==> src/rtl/dmem_access_ctrl_pkg.sv <==
// Shared encodings for the MEM-stage data-memory access controller:
// funct3 load/store codes, exception causes and FSM states.
package dmem_access_ctrl_pkg;

    localparam int GPR_W    = 32;
    localparam int FUNCT3_W = 3;

    localparam logic [FUNCT3_W-1:0] F3_LB  = 3'b000;
    localparam logic [FUNCT3_W-1:0] F3_LH  = 3'b001;
    localparam logic [FUNCT3_W-1:0] F3_LW  = 3'b010;
    localparam logic [FUNCT3_W-1:0] F3_LBU = 3'b100;
    localparam logic [FUNCT3_W-1:0] F3_LHU = 3'b101;
    localparam logic [FUNCT3_W-1:0] F3_SB  = 3'b000;
    localparam logic [FUNCT3_W-1:0] F3_SH  = 3'b001;
    localparam logic [FUNCT3_W-1:0] F3_SW  = 3'b010;

    typedef enum logic [1:0] {
        EXC_NONE    = 2'b00,
        EXC_LOAD    = 2'b01,
        EXC_STORE   = 2'b10,
        EXC_TIMEOUT = 2'b11
    } exc_cause_e;

    typedef enum logic [1:0] {
        ST_IDLE = 2'b00,
        ST_REQ  = 2'b01,
        ST_WAIT = 2'b10,
        ST_RESP = 2'b11
    } state_e;

endpackage

==> src/rtl/dmem_access_ctrl_lane_fmt.sv <==
// Combinational lane logic: byte enables, store-data replication, legality
// of the funct3/address pair, and extension of the selected load lane.
module dmem_lane_fmt
    import dmem_access_ctrl_pkg::*;
(
    input  logic [FUNCT3_W-1:0] i_mode,
    input  logic [1:0]          i_addr_lo,
    input  logic                i_is_store,
    input  logic [GPR_W-1:0]    i_wdata,
    input  logic [GPR_W-1:0]    i_rdata,
    output logic [3:0]          o_be,
    output logic [GPR_W-1:0]    o_wdata,
    output logic                o_legal,
    output logic [GPR_W-1:0]    o_load_val
);

    logic        w_supported;
    logic        w_aligned;
    logic [15:0] w_lane;

    assign w_lane = 16'(i_rdata >> {i_addr_lo, 3'b000});

    always_comb begin
        // NOTE: every output gets a default first so no path through the case infers a latch.
        o_be       = 4'b0000;
        o_wdata    = i_wdata;
        o_load_val = i_rdata;
        w_aligned  = 1'b0;
        case (i_mode[1:0])
            2'b00: begin
                o_be       = 4'b0001 << i_addr_lo;
                o_wdata    = {4{i_wdata[7:0]}};
                o_load_val = i_mode[2] ? {24'b0, w_lane[7:0]} : {{24{w_lane[7]}}, w_lane[7:0]};
                w_aligned  = 1'b1;
            end
            2'b01: begin
                o_be       = 4'b0011 << i_addr_lo;
                o_wdata    = {2{i_wdata[15:0]}};
                o_load_val = i_mode[2] ? {16'b0, w_lane} : {{16{w_lane[15]}}, w_lane};
                w_aligned  = ~i_addr_lo[0];
            end
            2'b10: begin
                o_be      = 4'b1111;
                w_aligned = (i_addr_lo == 2'b00);
            end
            default: ;
        endcase
    end

    // Unsupported funct3 codes are reported exactly like misalignment.
    assign w_supported = i_is_store ? (i_mode inside {F3_SB, F3_SH, F3_SW})
                                    : (i_mode inside {F3_LB, F3_LH, F3_LW, F3_LBU, F3_LHU});
    assign o_legal     = w_supported & w_aligned;

endmodule

==> src/rtl/dmem_access_ctrl.sv <==
// MEM-stage data-memory access sequencer: one req/gnt/rvalid bus transaction
// per load/store, pipeline stall while in flight, exceptions for bad accesses.
module dmem_access_ctrl
    import dmem_access_ctrl_pkg::*;
#(
    parameter int TIMEOUT_CYCLES = 255
) (
    input  logic                clk_i,
    input  logic                rst_ni,
    input  logic                mem_re_i,
    input  logic                mem_we_i,
    input  logic [FUNCT3_W-1:0] mem_mode_i,
    input  logic [GPR_W-1:0]    addr_i,
    input  logic [GPR_W-1:0]    wdata_i,
    output logic                stall_o,
    output logic                done_o,
    output logic [GPR_W-1:0]    load_val_o,
    output logic                exc_o,
    output logic [1:0]          exc_cause_o,
    output logic [GPR_W-1:0]    exc_addr_o,
    output logic                dmem_req_o,
    output logic                dmem_we_o,
    output logic [GPR_W-1:0]    dmem_addr_o,
    output logic [3:0]          dmem_be_o,
    output logic [GPR_W-1:0]    dmem_wdata_o,
    input  logic                dmem_gnt_i,
    input  logic                dmem_rvalid_i,
    input  logic [GPR_W-1:0]    dmem_rdata_i
);

    localparam int CNT_W = $clog2(TIMEOUT_CYCLES + 1);

    state_e              r_state;
    logic [GPR_W-1:0]    r_addr;
    logic [FUNCT3_W-1:0] r_mode;
    logic                r_we;
    logic [CNT_W-1:0]    r_cnt;

    logic                w_access;
    logic                w_in_idle;
    logic                w_complete;
    logic                w_timeout;
    logic [FUNCT3_W-1:0] w_fmt_mode;
    logic [1:0]          w_fmt_addr_lo;
    logic                w_fmt_store;
    logic                w_legal;
    logic [3:0]          w_be;
    logic [GPR_W-1:0]    w_wdata;
    logic [GPR_W-1:0]    w_load_val;

    assign w_access  = mem_re_i | mem_we_i;
    assign w_in_idle = (r_state == ST_IDLE);

    // The formatter sees the live instruction while idle, the captured one afterwards.
    assign w_fmt_mode    = w_in_idle ? mem_mode_i  : r_mode;
    assign w_fmt_addr_lo = w_in_idle ? addr_i[1:0] : r_addr[1:0];
    assign w_fmt_store   = w_in_idle ? mem_we_i    : r_we;

    dmem_lane_fmt u_lane_fmt (
        .i_mode     (w_fmt_mode),
        .i_addr_lo  (w_fmt_addr_lo),
        .i_is_store (w_fmt_store),
        .i_wdata    (wdata_i),
        .i_rdata    (dmem_rdata_i),
        .o_be       (w_be),
        .o_wdata    (w_wdata),
        .o_legal    (w_legal),
        .o_load_val (w_load_val)
    );

    assign w_complete = ((r_state == ST_REQ) & dmem_gnt_i & dmem_rvalid_i) |
                        ((r_state == ST_WAIT) & dmem_rvalid_i);
    assign w_timeout  = (r_cnt == CNT_W'(TIMEOUT_CYCLES - 1));

    // Stall is combinational in IDLE so the detecting instruction is held in the same cycle.
    assign stall_o = w_in_idle ? w_access : (r_state != ST_RESP);

    // NOTE: sequential state uses non-blocking assignments so every register samples pre-edge values.
    always_ff @(posedge clk_i or negedge rst_ni) begin
        if (!rst_ni) begin
            r_state      <= ST_IDLE;
            r_addr       <= '0;
            r_mode       <= '0;
            r_we         <= 1'b0;
            r_cnt        <= '0;
            done_o       <= 1'b0;
            exc_o        <= 1'b0;
            exc_cause_o  <= 2'b00;
            exc_addr_o   <= '0;
            load_val_o   <= '0;
            dmem_req_o   <= 1'b0;
            dmem_we_o    <= 1'b0;
            dmem_addr_o  <= '0;
            dmem_be_o    <= 4'b0000;
            dmem_wdata_o <= '0;
        end else begin
            done_o <= 1'b0;
            exc_o  <= 1'b0;
            case (r_state)
                ST_IDLE: begin
                    if (w_access) begin
                        r_addr <= addr_i;
                        r_mode <= mem_mode_i;
                        r_we   <= mem_we_i;
                        if (w_legal) begin
                            r_state      <= ST_REQ;
                            r_cnt        <= '0;
                            dmem_req_o   <= 1'b1;
                            dmem_we_o    <= mem_we_i;
                            dmem_addr_o  <= {addr_i[GPR_W-1:2], 2'b00};
                            dmem_be_o    <= w_be;
                            dmem_wdata_o <= w_wdata;
                        end else begin
                            r_state     <= ST_RESP;
                            done_o      <= 1'b1;
                            exc_o       <= 1'b1;
                            exc_cause_o <= mem_we_i ? EXC_STORE : EXC_LOAD;
                            exc_addr_o  <= addr_i;
                        end
                    end
                end
                ST_REQ, ST_WAIT: begin
                    if (w_complete) begin
                        r_state    <= ST_RESP;
                        dmem_req_o <= 1'b0;
                        done_o     <= 1'b1;
                        if (!r_we) begin
                            load_val_o <= w_load_val;
                        end
                    end else if (w_timeout) begin
                        r_state     <= ST_RESP;
                        dmem_req_o  <= 1'b0;
                        done_o      <= 1'b1;
                        exc_o       <= 1'b1;
                        exc_cause_o <= EXC_TIMEOUT;
                        exc_addr_o  <= r_addr;
                    end else begin
                        r_cnt <= r_cnt + CNT_W'(1);
                        if ((r_state == ST_REQ) && dmem_gnt_i) begin
                            r_state    <= ST_WAIT;
                            dmem_req_o <= 1'b0;
                        end
                    end
                end
                default: begin
                    // RESP: the pipeline still presents the finished instruction, so inputs are ignored.
                    r_state <= ST_IDLE;
                end
            endcase
        end
    end

endmodule
==> config.mk <==
export PLATFORM = sky130hd
export DESIGN_NAME = dmem_access_ctrl
export DESIGN_NICKNAME = d
export VERILOG_FILES = /design/src/rtl/dmem_access_ctrl_pkg.sv /design/src/rtl/dmem_access_ctrl_lane_fmt.sv /design/src/rtl/dmem_access_ctrl.sv
export SDC_FILE = /design/constraint.sdc
export NUM_CORES = 1
export LEC_CHECK = 0
export ABC_CLOCK_PERIOD_IN_PS = 2500
export CORE_MARGIN = 2
export CORE_UTILIZATION = 35
export DETAILED_ROUTE_END_ITERATION = 6
export PLACE_DENSITY = 0.73
export RECOVER_POWER = 50
export SLEW_MARGIN = 40
export SYNTH_ARGS = -nofsm -noshare
export SYNTH_HDL_FRONTEND = slang
export SYNTH_SLANG_ARGS = --single-unit
==> constraint.sdc <==
create_clock -name clk_i -period 2.5 [get_ports clk_i]
set_input_delay 0.25 -clock clk_i [delete_from_list [all_inputs] [get_ports clk_i]]
set_output_delay 0.25 -clock clk_i [all_outputs]
set_load 0.05 [all_outputs]
== After elaboration in Yosys (flattened, before gate mapping) ==
Cells that the tools add are included.
W data, S select, Z words.
Storage, ports and cells
  bits in registers: 182
  bits in latches: 0
  bits in writable memories: 0
  memory bits (read-only): 0
  bits of input ports: 105
  output and inout port bits: 139
  logic and storage cells: 106
  memories: 0
Operators by class
  $add $sub $neg: 1
  multiply operators: 0
  div/mod/pow operators: 0
  magnitude comparators: 0
  equality and inequality tests: 17
  shifts and indexed selects: 3
  mux-type cells: 46
  bitwise gates (word level): 8
  reduce and logical (&&, ||, !) cells: 16
Operators by type and width (number)
  $mux W32: 6
  $pmux W32 S2: 3
  $mux W8: 4
  $shr A32 B5 Y16: 1
  $mux W2: 11
  $pmux W8 S2: 1
  $mux W1: 13
  $ne A2 B2 Y1 const B: 6
  $pmux W4 S3: 1
  $reduce_and A5 Y1: 2
  $add A8 B1 Y8 const B: 1
  $eq A8 B8 Y1 const B: 1
  $pmux W2 S2: 2
  $eq A3 B3 Y1 const B: 2
  $logic_not A2 Y1: 3
  $pmux W1 S2: 3
  $reduce_and A3 Y1: 2
  $reduce_bool A5 Y1: 1
  $and A1 B1 Y1: 4
  $eq A2 B1 Y1 const B: 2
  $eq A2 B2 Y1 const B: 2
  $ne A4 B4 Y1 const B: 1
  $reduce_and A2 Y1: 2
  $reduce_and A4 Y1: 1
  other kinds (14): 16

== Longest topological paths before layout ==
  word-level depth: 9
  depth in mapped cells: 11
  gate-level depth less buffers: 7

== Modules after synthesis ==
A second synthesis with hierarchy kept.
Unflattened totals
  cells, all modules: 708
  area total of the unflattened synthesis: 9023.7 µm²
Modules (own cells, without submodules)
  dmem_access_ctrl: times used 1, cells an instance 512, area an instance 7649.8 µm², seq. area each 4554.4 µm²
  dmem_lane_fmt: times used 1, cells an instance 196, area an instance 1373.8 µm², seq. area each 0.0 µm²

== Least setup slack after synthesis ==
No wires, ideal clock.
  kind: flip-flop to flip-flop
  from: register r_state[0]
  to: register load_val_o[15]
  library setup time: 126 ps
  arrival: 2384 ps
  data required time: 2374 ps
  setup slack: -10 ps
  stages on the path, launching flop included: 10
  path buffers: 2
  clock period less this slack: 2510 ps
  path through: dfrtp_1 > inv_1 > ha_1 > buf_4 > mux2i_4 > mux4_2 > nor2b_4 > a21bo_1 > buf_6 > o32a_1
Between the ends
  cells in the longest elaborated chain, start to end: 5
  elaborated cells on any way between the ends: 17
  classes of those cells: 3 x eq/ne; 1 x shift; 5 x mux; 4 x bitwise; 4 x reduce/logical
RTL lines
  start, declared: RTL line dmem_access_ctrl.sv:33  | state_e r_state;
  start signal, assigned: RTL line dmem_access_ctrl.sv:81  | r_state <= ST_IDLE;
  start signal, assigned: RTL line dmem_access_ctrl.sv:106  | r_state <= ST_REQ;
  start signal, assigned: RTL line dmem_access_ctrl.sv:114  | r_state <= ST_RESP;
  $logic_not A2 Y1 or $eq A2 B1 Y1 (tied branches): RTL line dmem_access_ctrl.sv:52, dmem_access_ctrl.sv:71, dmem_access_ctrl.sv:99
  $mux W2 or $and A1 B1 Y1 (tied branches): RTL line dmem_access_ctrl.sv:56, dmem_access_ctrl.sv:71
  $shr A32 B5 Y16 or $and A1 B1 Y1 (tied branches): RTL line dmem_access_ctrl_lane_fmt.sv:21, dmem_access_ctrl.sv:71
  $mux W32 (tied with other cells): RTL line dmem_access_ctrl_lane_fmt.sv:39  | o_load_val = i_mode[2] ? {16'b0, w_lane} : {{16{w_lane[15]}}, w_lane};
  $pmux W32 S2 or $reduce_and A3 Y1 (tied branches)
  end signal, assigned: RTL line dmem_access_ctrl.sv:128  | load_val_o <= w_load_val;
  end, declared: RTL line dmem_access_ctrl.sv:17  | output logic [GPR_W-1:0] load_val_o,
Parallel ways exist; a longest one is shown, timed or not.
A chain may end at the register's enable or synchronous reset.

== Final worst setup path ==
Ends and elaborated chain as after synthesis.

==> results.toml <==
[timing]
rsz0062_at_grt = "true"
holdWs_ns = 0.388
period_minus_slack_ns = 2.38
worstMarginPinSlew_ns = 1.63
setup_violations = 0
hold_viol = 0
slew_violations = 60
max_slew_margin_pct = -8.96
max_freq_mhz = 419
finClkSkew_ns = 0.0140
period_share_pct = 95.4

[synth]
synth-main-ff-cell = "dfrtp_1"
yosysWarnings = 0
synth_top_area_cell = "dfrtp_1"
synth.most_common_cell = "nand2_1"
synth_common_cells = "204 x nand2_1, 182 x dfrtp_1, 80 x nor2_1, 62 x mux2i_1, 58 x a21oi_1"
netlist_instances = 843
yosys-top-cells-area = "dfrtp_1 54%, nand2_1 9.1%, mux2i_1 7.4%"
postSynthAreaPerCell_um2 = 9.97
synth_seq_area_share_pct = 54.2
synth_edf_count = 0
synth.top_cell.area_share_pct = 54.2
synth_seq_cells = 182
ys_types = 55
ys_async_sr_fraction_pct = 100
syn-cell-area_mm2 = 0.00841

[global_routing]
grt_pass1_wl_um = 39100
grt_antenna_before_repair = 0
grt_use_total_pct = 19.2
overflow = 0
grt_max_degree = 62
grt_pass1_vias = 7184

[routing]
wl_per_cell_um = 17.0
ant_nets = 0
firstDrtPassIters = 5
drtIter0Drc = 352
remaining_drc_errors = 0
vias_per_cell = 4.96
num_vias = 7043
drt-total-wl_um = 24100

[placement]
dp.cells = 1381
post-dp-hpwl_um = 17000
place.gp.congestion = 0.813
place_area_mm2 = 0.0114
numPortBuffers = 241

[min_path]
hold_path.class = "input pin to flop"
min_from = "wdata_i[19]"
hold-path-cell-count = 3
min_to = "dmem_wdata_o[19]"

[cts]
cts_buffer_depth = 2
cts-root-buf = "clkbuf_16"
ctsHtreeMaxLevel = 4
clk_pin_slew_ns = 0.08
numCtsBuffers = 17
cts_tree = "built"
clock-sinks = 182
clk_latency_ns = 0.43

[outcome]
violations = "max-capacitance violations, max-slew violations"
status = "finished, violations left"

[cells_and_area]
fin_cells = 1420
postLayoutCoreUtil_pct = 51.3
final_net_count = 1200
diodes = 0
drive_gt1_share_pct = 11.7
fillers = 2126
fin_area_mm2 = 0.0121
layout-area-overhead-vs-synth_pct = 43.5

[setup_path]
cp-end-kind = "flop"
r2r_end = "load_val_o[15]"
arrival_ns = 2.69
reg2reg_depth = 7
crit_fanout = 8
worstReg2RegStart = "r_state[0]"
critical_path_class = "flop to flop"
crit_required_ns = 2.81
reg2reg_slack_ns = 0.12
critPathLaunchType = "flop"

[pwr]
p_per_area_mw_per_mm2 = 1660
ir_drop_uv = 805
p_leak_nw = 5.32
power_mw = 20.0

[floorplan]
start_util_pct = 35.7
die_h_um = 159
die_w_um = 159
ioPinCount = 244
die_area_mm2 = 0.0253
core_mm2 = 0.0235
row_count = 56

[run]
drv_cap = 1
## metrics by stage
step | worst slack [ns] | TNS [ns]
finish | 0.116 | 0
global route | -0.00843 | -0.00907
CTS | 0.0408 | 0
detailed placement | -0.0599 | -0.245
global placement | 0.111 | 0
floorplan | 0.00863 | 0
## power by group
group          switching, mW  internal [mW]  total [mW]
clock network           1.35           1.36        2.70
logic                   7.64           4.45        12.1
registers              0.802           4.39        5.20
total                   9.79           10.2        20.0
## final cells by class
class	instances	area [um^2]	share of cell area, %
Sequential cell	182	4550	37.7
Multi-Input combinational cell	599	3650	30.3
Timing Repair Buffer	281	2840	23.5
Clock buffer	17	425	3.53
Tap cell	319	399	3.31
Clock inverter	15	171	1.42
Inverter	7	26.3	0.218
## per-layer routing
metal,routed length (um),GRT usage (%)
met5,0,0
met3,1350,4.98
met4,344,5.37
met1,10400,24.1
met2,12000,33.0
## what timing repair did
item / 4_1_cts / 5_1_grt
hold buffers: 1 / 0
pin swaps: 1 / 1
gates cloned: 1 / 1
gates resized for setup: 5 / 1
setup buffers: 1 / 3
hold endpoints to repair: 56 / 0
setup endpoints to repair: 35 / 35
## worst max path at each step
stage	from	end	slack, ns	depth (start not counted)
final	r_state[0]	load_val_o[15]	0.12	7
after global routing	r_state[1]	exc_addr_o[9]	-0.008	10
after floorplan	r_state[0]	load_val_o[15]	0.009	9
after global placement	addr_i[1]	load_val_o[15]	0.11	6
after detailed placement	r_state[0]	exc_addr_o[22]	-0.06	9
after CTS	r_state[0]	exc_addr_o[22]	0.04	10
## cells in the final DEF (no fill, tap or decap), types with 5 or more instances in the layout
| cell type | n |
|---|---|
| o21ai_0 | 15 |
| clkbuf_16 | 18 |
| inv_1 | 5 |
| clkbuf_2 | 5 |
| clkdlybuf4s50_1 | 210 |
| a31oi_1 | 30 |
| dlygate4sd3_1 | 30 |
| a21oi_1 | 58 |
| dfrtp_1 | 182 |
| buf_12 | 8 |
| nand3_1 | 8 |
| o211ai_1 | 6 |
| nor3_1 | 5 |
| mux2_2 | 39 |
| o2bb2ai_1 | 14 |
| nor2_1 | 79 |
| nand2_1 | 204 |
| a22oi_1 | 7 |
| nor2b_1 | 7 |
| buf_4 | 26 |
| o22a_1 | 7 |
| inv_8 | 5 |
| ha_1 | 6 |
| mux2i_1 | 61 |
## flip-flops by register name, indices dropped and copies added (netlist names)
signal        flops
done_o            1
r_addr           32
dmem_be_o         4
dmem_wdata_o     32
dmem_req_o        1
load_val_o       32
exc_addr_o       32
r_cnt             8
exc_cause_o       2
r_we              1
r_state           2
r_mode            3
dmem_we_o         1
dmem_addr_o      30
exc_o             1
## kinds of logic (layout without fill, tap and decap cells)
| family | count (synthesis) | in the layout | share of synthesized area [%] |
|---|---|---|---|
| multiplexers | 103 | 103 | 13.1 |
| AND/OR/NAND/NOR | 323 | 323 | 15.6 |
| other | 1 | 2 | 0.0446 |
| AO/OA/AOI/OAI | 164 | 164 | 12.7 |
| flip-flops | 182 | 182 | 54.2 |
| adder cells (fa/ha/maj) | 7 | 7 | 1.04 |
| buffers and inverters | 63 | 320 | 3.24 |
## worst max-delay path, stage by stage, from the launching register on
cell     delay (ns)
dfrtp_1        0.41
inv_1          0.12
ha_4           0.19
mux2i_4        0.26
mux4_2         0.54
nor2b_4        0.15
a21bo_1        0.28
o32a_1         0.31
(Power assumes the default switching activity.)
